===== src/rtl/sid_reg_pkg.sv =====
// rtl/sid_reg_pkg.sv - SID register map addresses and voice register offsets
package sid_reg_pkg;

    localparam logic [4:0] SID_FREQ_LO  = 5'h00;
    localparam logic [4:0] SID_FREQ_HI  = 5'h01;
    localparam logic [4:0] SID_PW_LO    = 5'h02;
    localparam logic [4:0] SID_PW_HI    = 5'h03;
    localparam logic [4:0] SID_CONTROL  = 5'h04;
    localparam logic [4:0] SID_ATT_DEC  = 5'h05;
    localparam logic [4:0] SID_SUS_REL  = 5'h06;
    localparam logic [4:0] SID_FC_LO    = 5'h15;
    localparam logic [4:0] SID_FC_HI    = 5'h16;
    localparam logic [4:0] SID_RES_FILT = 5'h17;
    localparam logic [4:0] SID_MODE_VOL = 5'h18;
    localparam logic [4:0] SID_POTX     = 5'h19;
    localparam logic [4:0] SID_POTY     = 5'h1A;
    localparam logic [4:0] SID_OSC3     = 5'h1B;
    localparam logic [4:0] SID_ENV3     = 5'h1C;

    localparam int VOICE_STRIDE = 7;

    typedef enum logic [2:0] {
        VR_FREQ_LO = 3'd0,
        VR_FREQ_HI = 3'd1,
        VR_PW_LO   = 3'd2,
        VR_PW_HI   = 3'd3,
        VR_CONTROL = 3'd4,
        VR_ATT_DEC = 3'd5,
        VR_SUS_REL = 3'd6
    } voice_reg_e;

endpackage


===== src/rtl/sid_voice_regs.sv =====
// rtl/sid_voice_regs.sv - one voice's 7-register bank located at address BASE
module sid_voice_regs
    import sid_reg_pkg::*;
#(
    parameter logic [4:0] BASE = 5'h00
) (
    input  logic       clock,
    input  logic       reset,
    input  logic       wr_en_i,
    input  logic [4:0] addr_i,
    input  logic [7:0] data_i,
    output logic [7:0] freq_lo_o,
    output logic [7:0] freq_hi_o,
    output logic [7:0] pw_lo_o,
    output logic [3:0] pw_hi_o,
    output logic [7:0] control_o,
    output logic [7:0] att_dec_o,
    output logic [7:0] sus_rel_o
);

    logic [7:0] freq_lo_q, freq_lo_d, freq_hi_q, freq_hi_d, pw_lo_q, pw_lo_d;
    logic [3:0] pw_hi_q, pw_hi_d;
    logic [7:0] control_q, control_d, att_dec_q, att_dec_d, sus_rel_q, sus_rel_d;
    logic [4:0] offset;
    logic       hit;

    // Addresses below BASE wrap to large offsets, so one compare covers both bounds.
    assign offset = addr_i - BASE;
    assign hit    = wr_en_i && (offset < 5'(VOICE_STRIDE));

    always_comb begin
        freq_lo_d = freq_lo_q;
        freq_hi_d = freq_hi_q;
        pw_lo_d   = pw_lo_q;
        pw_hi_d   = pw_hi_q;
        control_d = control_q;
        att_dec_d = att_dec_q;
        sus_rel_d = sus_rel_q;
        if (hit) begin
            case (voice_reg_e'(offset[2:0]))
                VR_FREQ_LO: freq_lo_d = data_i;
                VR_FREQ_HI: freq_hi_d = data_i;
                VR_PW_LO:   pw_lo_d   = data_i;
                VR_PW_HI:   pw_hi_d   = data_i[3:0];
                VR_CONTROL: control_d = data_i;
                VR_ATT_DEC: att_dec_d = data_i;
                VR_SUS_REL: sus_rel_d = data_i;
                default: ;
            endcase
        end
    end

    always_ff @(posedge clock) begin
        if (reset) begin
            freq_lo_q <= '0;
            freq_hi_q <= '0;
            pw_lo_q   <= '0;
            pw_hi_q   <= '0;
            control_q <= '0;
            att_dec_q <= '0;
            sus_rel_q <= '0;
        end else begin
            freq_lo_q <= freq_lo_d;
            freq_hi_q <= freq_hi_d;
            pw_lo_q   <= pw_lo_d;
            pw_hi_q   <= pw_hi_d;
            control_q <= control_d;
            att_dec_q <= att_dec_d;
            sus_rel_q <= sus_rel_d;
        end
    end

    assign freq_lo_o = freq_lo_q;
    assign freq_hi_o = freq_hi_q;
    assign pw_lo_o   = pw_lo_q;
    assign pw_hi_o   = pw_hi_q;
    assign control_o = control_q;
    assign att_dec_o = att_dec_q;
    assign sus_rel_o = sus_rel_q;

endmodule


===== src/rtl/sid_reg_if.sv =====
// rtl/sid_reg_if.sv - SID CPU register file, readback and bus latch; SID_BUS_DECAY_EN adds latch decay
module sid_reg_if
    import sid_reg_pkg::*;
#(
    parameter logic [23:0] DECAY_CYCLES = 24'd2000000
) (
    input  logic        clock,
    input  logic        reset,
    input  logic        ce_1m,
    input  logic        cs,
    input  logic        we,
    input  logic [4:0]  addr,
    input  logic [7:0]  data_in,
    output logic [7:0]  data_out,
    input  logic [7:0]  osc3,
    input  logic [7:0]  env3,
    input  logic [7:0]  pot_x,
    input  logic [7:0]  pot_y,
    output logic [23:0] freq_lo,
    output logic [23:0] freq_hi,
    output logic [23:0] pw_lo,
    output logic [11:0] pw_hi,
    output logic [23:0] control,
    output logic [23:0] att_dec,
    output logic [23:0] sus_rel,
    output logic [2:0]  fc_lo,
    output logic [7:0]  fc_hi,
    output logic [7:0]  res_filt,
    output logic [7:0]  mode_vol
);

    logic [2:0] fc_lo_q, fc_lo_d;
    logic [7:0] fc_hi_q, fc_hi_d, res_filt_q, res_filt_d, mode_vol_q, mode_vol_d;
    logic [7:0] latch_q, latch_d, data_out_q, data_out_d;
    logic [7:0] rb_val;
    logic       rb_hit;

    for (genvar g = 0; g < 3; g++) begin : g_voice
        sid_voice_regs #(.BASE(5'(g * VOICE_STRIDE))) u_regs (
            .clock     (clock),
            .reset     (reset),
            .wr_en_i   (cs && we),
            .addr_i    (addr),
            .data_i    (data_in),
            .freq_lo_o (freq_lo[8*g +: 8]),
            .freq_hi_o (freq_hi[8*g +: 8]),
            .pw_lo_o   (pw_lo[8*g +: 8]),
            .pw_hi_o   (pw_hi[4*g +: 4]),
            .control_o (control[8*g +: 8]),
            .att_dec_o (att_dec[8*g +: 8]),
            .sus_rel_o (sus_rel[8*g +: 8])
        );
    end

`ifdef SID_BUS_DECAY_EN
    logic [23:0] decay_cnt_q, decay_cnt_d;
    logic        decay_tick, decay_expire;
    // Counter saturates at the terminal value; the latch clears on the tick that reaches it.
    assign decay_tick   = ce_1m && (decay_cnt_q != DECAY_CYCLES - 24'd1);
    assign decay_expire = decay_tick && (decay_cnt_q + 24'd1 == DECAY_CYCLES - 24'd1);
`else
    logic unused_decay;
    assign unused_decay = ^{DECAY_CYCLES, ce_1m};
`endif

    always_comb begin
        rb_hit = 1'b1;
        rb_val = latch_q;
        case (addr)
            SID_POTX: rb_val = pot_x;
            SID_POTY: rb_val = pot_y;
            SID_OSC3: rb_val = osc3;
            SID_ENV3: rb_val = env3;
            default:  rb_hit = 1'b0;
        endcase
    end

    always_comb begin
        fc_lo_d    = fc_lo_q;
        fc_hi_d    = fc_hi_q;
        res_filt_d = res_filt_q;
        mode_vol_d = mode_vol_q;
        latch_d    = latch_q;
        data_out_d = data_out_q;
`ifdef SID_BUS_DECAY_EN
        decay_cnt_d = decay_tick ? decay_cnt_q + 24'd1 : decay_cnt_q;
        if (decay_expire) latch_d = '0;
`endif
        if (cs && we) begin
            latch_d = data_in;
`ifdef SID_BUS_DECAY_EN
            decay_cnt_d = '0;
`endif
            case (addr)
                SID_FC_LO:    fc_lo_d    = data_in[2:0];
                SID_FC_HI:    fc_hi_d    = data_in;
                SID_RES_FILT: res_filt_d = data_in;
                SID_MODE_VOL: mode_vol_d = data_in;
                default: ;
            endcase
        end else if (cs) begin
            data_out_d = rb_val;
            if (rb_hit) begin
                latch_d = rb_val;
`ifdef SID_BUS_DECAY_EN
                decay_cnt_d = '0;
`endif
            end
        end
    end

    always_ff @(posedge clock) begin
        if (reset) begin
            fc_lo_q     <= '0;
            fc_hi_q     <= '0;
            res_filt_q  <= '0;
            mode_vol_q  <= '0;
            latch_q     <= '0;
            data_out_q  <= '0;
`ifdef SID_BUS_DECAY_EN
            decay_cnt_q <= '0;
`endif
        end else begin
            fc_lo_q     <= fc_lo_d;
            fc_hi_q     <= fc_hi_d;
            res_filt_q  <= res_filt_d;
            mode_vol_q  <= mode_vol_d;
            latch_q     <= latch_d;
            data_out_q  <= data_out_d;
`ifdef SID_BUS_DECAY_EN
            decay_cnt_q <= decay_cnt_d;
`endif
        end
    end

    assign fc_lo    = fc_lo_q;
    assign fc_hi    = fc_hi_q;
    assign res_filt = res_filt_q;
    assign mode_vol = mode_vol_q;
    assign data_out = data_out_q;

endmodule


===== config.mk =====
export PLATFORM = sky130hd
export DESIGN_NAME = sid_reg_if
export DESIGN_NICKNAME = d
export VERILOG_FILES = /design/src/rtl/sid_reg_pkg.sv /design/src/rtl/sid_voice_regs.sv /design/src/rtl/sid_reg_if.sv
export SDC_FILE = /design/constraint.sdc
export NUM_CORES = 1
export LEC_CHECK = 0
export CAP_MARGIN = 20
export CORE_MARGIN = 8
export CORE_UTILIZATION = 36
export CTS_BUF_LIST = sky130_fd_sc_hd__clkbuf_4 sky130_fd_sc_hd__clkbuf_8 sky130_fd_sc_hd__clkbuf_16
export DETAILED_ROUTE_END_ITERATION = 6
export HOLD_SLACK_MARGIN = 0.1
export PLACE_DENSITY = 0.6
export SLEW_MARGIN = 20
export SYNTH_ARGS = -nofsm -noshare
export SYNTH_HDL_FRONTEND = slang
export SYNTH_SLANG_ARGS = --single-unit

===== constraint.sdc =====
create_clock -name clock -period 4.1 [get_ports clock]
set_input_delay 0.41 -clock clock [delete_from_list [all_inputs] [get_ports clock]]
set_output_delay 0.41 -clock clock [all_outputs]
set_load 0.02 [all_outputs]

==> summary by stage <==
Placement
The congestion estimate from routability-driven global placement came to between 0.7 and 0.8. The wire-length estimate of the detail-placed layout is between 15000 and 20000 um. The instance area after placement is approximately 0.011 mm^2. During placement, the flow inserted port buffers numbering roughly 240.

Route
Wires add up to around 27000 um. The number of design rule violations left after detail routing is 0. The starting DRC count in detailed routing is 611. The final route contains 7027 vias. The number of vias per cell after detailed routing is approximately 5.1. The first-pass iteration count of the detailed router is 6. After detailed routing, the average wire length per cell comes to 19.9 um. The count of nets left with antenna violations once routing finished came out at 0.

Synthesis
After synthesis, the largest area contributor takes up between 40% and 50% of total cell area. Averaged over all synthesized cells, the footprint is between 9 and 10 um^2. The biggest area contributor in the post-synthesis netlist is sky130_fd_sc_hd__dfxtp_1. The number of distinct library cells after synthesis is 43. The net count of the mapped netlist is 911. The synthesis warning total is 0. The instance count of the mapped netlist is roughly 850. Ranked by total cell area, the synthesized netlist is headed by sky130_fd_sc_hd__dfxtp_1 47%, sky130_fd_sc_hd__mux2i_1 15%, sky130_fd_sc_hd__nand2b_1 8.4%, sky130_fd_sc_hd__a21oi_1 3.9%, sky130_fd_sc_hd__nand3_1 3.4%. Counting flops and latches in the post-synthesis netlist gives between 150 and 200. The proportion of synthesized chip area in sequential cells is between 40% and 50%. The synthesized area is 0.00843 mm^2.

Global route
The via count of the first global-routing pass is ~7000. Global routing finished with a remaining overflow of 0. The first global-routing pass estimated approximately 42000 um of wire. Global routing used 19.1% of the available tracks across all layers.

The largest net degree at the start of global routing is 99. The number of antenna violations at the first check in global routing came to 3.

STA
Based on the critical path, the design can be clocked at up to between 0.3 and 0.4 GHz. The final count of hold timing violations is 0. The transition time at the pin with the least slew margin is a little under 1 ns. The final clock skew is 0.00289 ns. Of the available clock period, the critical path in the final layout requires 66.5%. Setup repair after global routing left no endpoint under its margin. Across all hold checks on the routed design, the worst slack comes to between 0.4 and 0.5 ns. The number of endpoints failing setup at the final stage is 0. The minimum clock period is about 2.7 ns. The final-report max-slew violation count is 0. The worst pin sits at a relative slew slack of 35.5%.

The setup TNS is 0 ns.

Finish
The fraction of the core area covered by cells at the end of the flow is 50.0%. In the layout the commonest cells are 238 x sky130_fd_sc_hd__clkdlybuf4s50_1, 199 x sky130_fd_sc_hd__dfxtp_1, 127 x sky130_fd_sc_hd__mux2i_1. Compared with the post-synthesis result, the final layout area differs by 37.9%.

The post-layout instance area is roughly 0.012 mm^2. Cells with a size suffix above 1 make up 5.98% of the layout. The most frequent standard cell in the layout excluding fill and tap cells is sky130_fd_sc_hd__clkdlybuf4s50_1. At the end of the flow, the number of nets in the layout was about 1100.

Floorplanning
The area inside the core boundary is ~0.023 mm^2. The die area is ~0.029 mm^2. The chip height is ~170 um. The die is approximately 170 um wide.

After floorplanning, the core was divided into between 50 and 60 placement rows. The number of ports placed on the die boundary is 241. Once the floorplan was initialized, standard cells occupied between 30% and 40% of the core.

Worst setup path
The worst endpoint required time is 4.37 ns. The worst setup path is launched from an input pin. The worst setup path is captured at a flop. In this run the worst path has a maximum fanout of 19. By startpoint and endpoint, the worst setup path is classified as input pin to flop. For flop-to-flop paths, the worst setup slack is approximately 3.2 ns. The arrival time at the worst endpoint is approximately 3.0 ns.

Clock tree
In this run the clock root is driven by a sky130_fd_sc_hd__clkbuf_16. The clock drives between 150 and 200 sinks. The number of setup buffers added after CTS is 0.

Hold repair after CTS inserted 0 buffers. The number of clock buffers added by TritonCTS is 17. The post-cts repair resize count is 0.

The clock tree buffer depth is 2. The later pin in the worst-skew pair is clocked with a latency of approximately 0.43 ns. The CTS tree is built. The clock transition at the register clock pins on the worst setup and hold paths after CTS is ~0.070 ns.

The H-tree was split into 4 levels.

Power and ir drop
The worst-case IR drop observed on VDD is roughly 210 uV. Summed over all cells, the static leakage comes to ~4.6 nW. The ratio of total power to cell area is between 300 and 400 mW/mm^2. The overall power of the completed layout is between 4 and 5 mW.

Outcome
The flow ran to the end, and the final reports show no timing, DRC or antenna violations.

Flow run
The count of max-cap constraint violations is 0.

Worst hold path
The type of the tightest min-delay check is flop to flop.
cells by family (layout without fill, tap and decap cells):
| family | count (synthesis) | after routing | share of synthesized area, % |
|---|---|---|---|
| AOI/OAI and AO/OA | 169 | 169 | 13.4 |
| adders and majority gates | 10 | 10 | 1.48 |
| and+or+nand+nor | 263 | 263 | 18.5 |
| other | 0 | 1 | 0 |
| buffers and inverters | 80 | 283 | 3.98 |
| DFF | 199 | 199 | 47.3 |
| xor gates and xnor gates | 3 | 3 | 0.312 |
| muxes | 127 | 127 | 15.1 |
critical path: stages:
cell                              delay, ns
sky130_fd_sc_hd__clkdlybuf4s50_1       0.78
sky130_fd_sc_hd__ha_1                  0.44
sky130_fd_sc_hd__xor2_1                0.17
sky130_fd_sc_hd__buf_4                 0.21
sky130_fd_sc_hd__or4_1                 0.64
sky130_fd_sc_hd__o21ai_0               0.24
sky130_fd_sc_hd__a21oi_1               0.10
sequential cells by signal, indices dropped and copies added, names as in the netlist:
register and flops:
fc_lo 3, g_voice.u_regs.sus_rel_o 24, mode_vol 8, g_voice.u_regs.freq_hi_o 24
g_voice.u_regs.freq_lo_o 24, g_voice.u_regs.control_o 24, fc_hi 8, latch_q 8
g_voice.u_regs.pw_hi_o 12, data_out 8, g_voice.u_regs.pw_lo_o 24, g_voice.u_regs.att_dec_o 24
res_filt 8
synthesized netlist by cell type:
| cell type | instances |
|---|---|
| sky130_fd_sc_hd__o221ai_4 | 2 |
| sky130_fd_sc_hd__a22oi_1 | 8 |
| sky130_fd_sc_hd__o21ai_1 | 24 |
| sky130_fd_sc_hd__buf_4 | 1 |
| sky130_fd_sc_hd__nand2b_1 | 113 |
| sky130_fd_sc_hd__nor2_1 | 27 |
| sky130_fd_sc_hd__buf_1 | 5 |
| sky130_fd_sc_hd__o21bai_1 | 16 |
| sky130_fd_sc_hd__ha_1 | 10 |
| sky130_fd_sc_hd__nand3_2 | 3 |
| sky130_fd_sc_hd__nor3b_1 | 1 |
| sky130_fd_sc_hd__clkbuf_1 | 55 |
| sky130_fd_sc_hd__a222oi_1 | 8 |
| sky130_fd_sc_hd__nand4_1 | 5 |
| sky130_fd_sc_hd__nor4_1 | 1 |
| sky130_fd_sc_hd__and3b_1 | 2 |
| sky130_fd_sc_hd__buf_2 | 13 |
| sky130_fd_sc_hd__a21oi_1 | 66 |
| sky130_fd_sc_hd__o211ai_4 | 4 |
| sky130_fd_sc_hd__nor2b_1 | 8 |
| sky130_fd_sc_hd__nor4_4 | 1 |
| sky130_fd_sc_hd__and2_1 | 4 |
| sky130_fd_sc_hd__xor2_1 | 2 |
| sky130_fd_sc_hd__buf_6 | 2 |
| sky130_fd_sc_hd__nand2_2 | 1 |
| sky130_fd_sc_hd__nor4_2 | 5 |
| sky130_fd_sc_hd__mux2i_1 | 127 |
| sky130_fd_sc_hd__and4b_1 | 3 |
| sky130_fd_sc_hd__nand2_1 | 19 |
| sky130_fd_sc_hd__a21boi_0 | 1 |
| sky130_fd_sc_hd__nand3_1 | 57 |
| sky130_fd_sc_hd__and4_1 | 3 |
| sky130_fd_sc_hd__a221oi_1 | 8 |
| sky130_fd_sc_hd__o21ai_0 | 28 |
| sky130_fd_sc_hd__a31oi_4 | 2 |
| sky130_fd_sc_hd__or4_4 | 1 |
| sky130_fd_sc_hd__and3_1 | 2 |
| sky130_fd_sc_hd__or4_1 | 7 |
| sky130_fd_sc_hd__dfxtp_1 | 199 |
| sky130_fd_sc_hd__inv_1 | 4 |
| sky130_fd_sc_hd__xnor2_1 | 1 |
| sky130_fd_sc_hd__o2111a_1 | 1 |
| sky130_fd_sc_hd__o211ai_2 | 1 |
metal layers:
metal	part of all wire [%]	global-route usage (%)	vias to the layer above
met2	48	31.6	202
li1	-	-	3380
met3	6.3	5.24	23
met5	0.073	0	-
met1	44	24.0	3418
met4	1.4	5.54	4
final cells by class:
| type | count | area [um^2] |
|---|---|---|
| inverters | 4 | 15.0 |
| fillers | 2224 | 11600 |
| clock buffers | 17 | 425 |
| flip-flops and latches | 199 | 3980 |
| well taps | 319 | 399 |
| diodes | 1 | 2.50 |
| multi-input cells | 572 | 4140 |
| clock inverters | 15 | 214 |
| repair buffers | 247 | 2450 |
power by group:
part / switching (mW) / internal, mW
sequential: 0.00800 / 1.94
combinational: 0.204 / 0.118
clock: 0.820 / 0.992
path summary, 6_finish.rpt:
path,start,end,cells past startpoint
max,addr[2],g_voice[2].u_regs.pw_lo_o[7]$_SDFFE_PP0P_,7
min,g_voice[0].u_regs.pw_hi_o[1]$_SDFFE_PP0P_,g_voice[0].u_regs.pw_hi_o[1]$_SDFFE_PP0P_,2
max reg2reg,latch_q[7]$_SDFFE_PP0P_,latch_q[7]$_SDFFE_PP0P_,3
min reg2reg,g_voice[0].u_regs.pw_hi_o[1]$_SDFFE_PP0P_,g_voice[0].u_regs.pw_hi_o[1]$_SDFFE_PP0P_,2
through the flow:
stage | cells | setup slack (ns)
global placement | 1341 | 0.992
finish | 1374 | 1.37
detailed placement | 1341 | 0.971
global route | 1374 | 1.19
CTS | 1373 | 1.42
floorplan | 851 | 2.01
(Power assumes the default switching activity.)
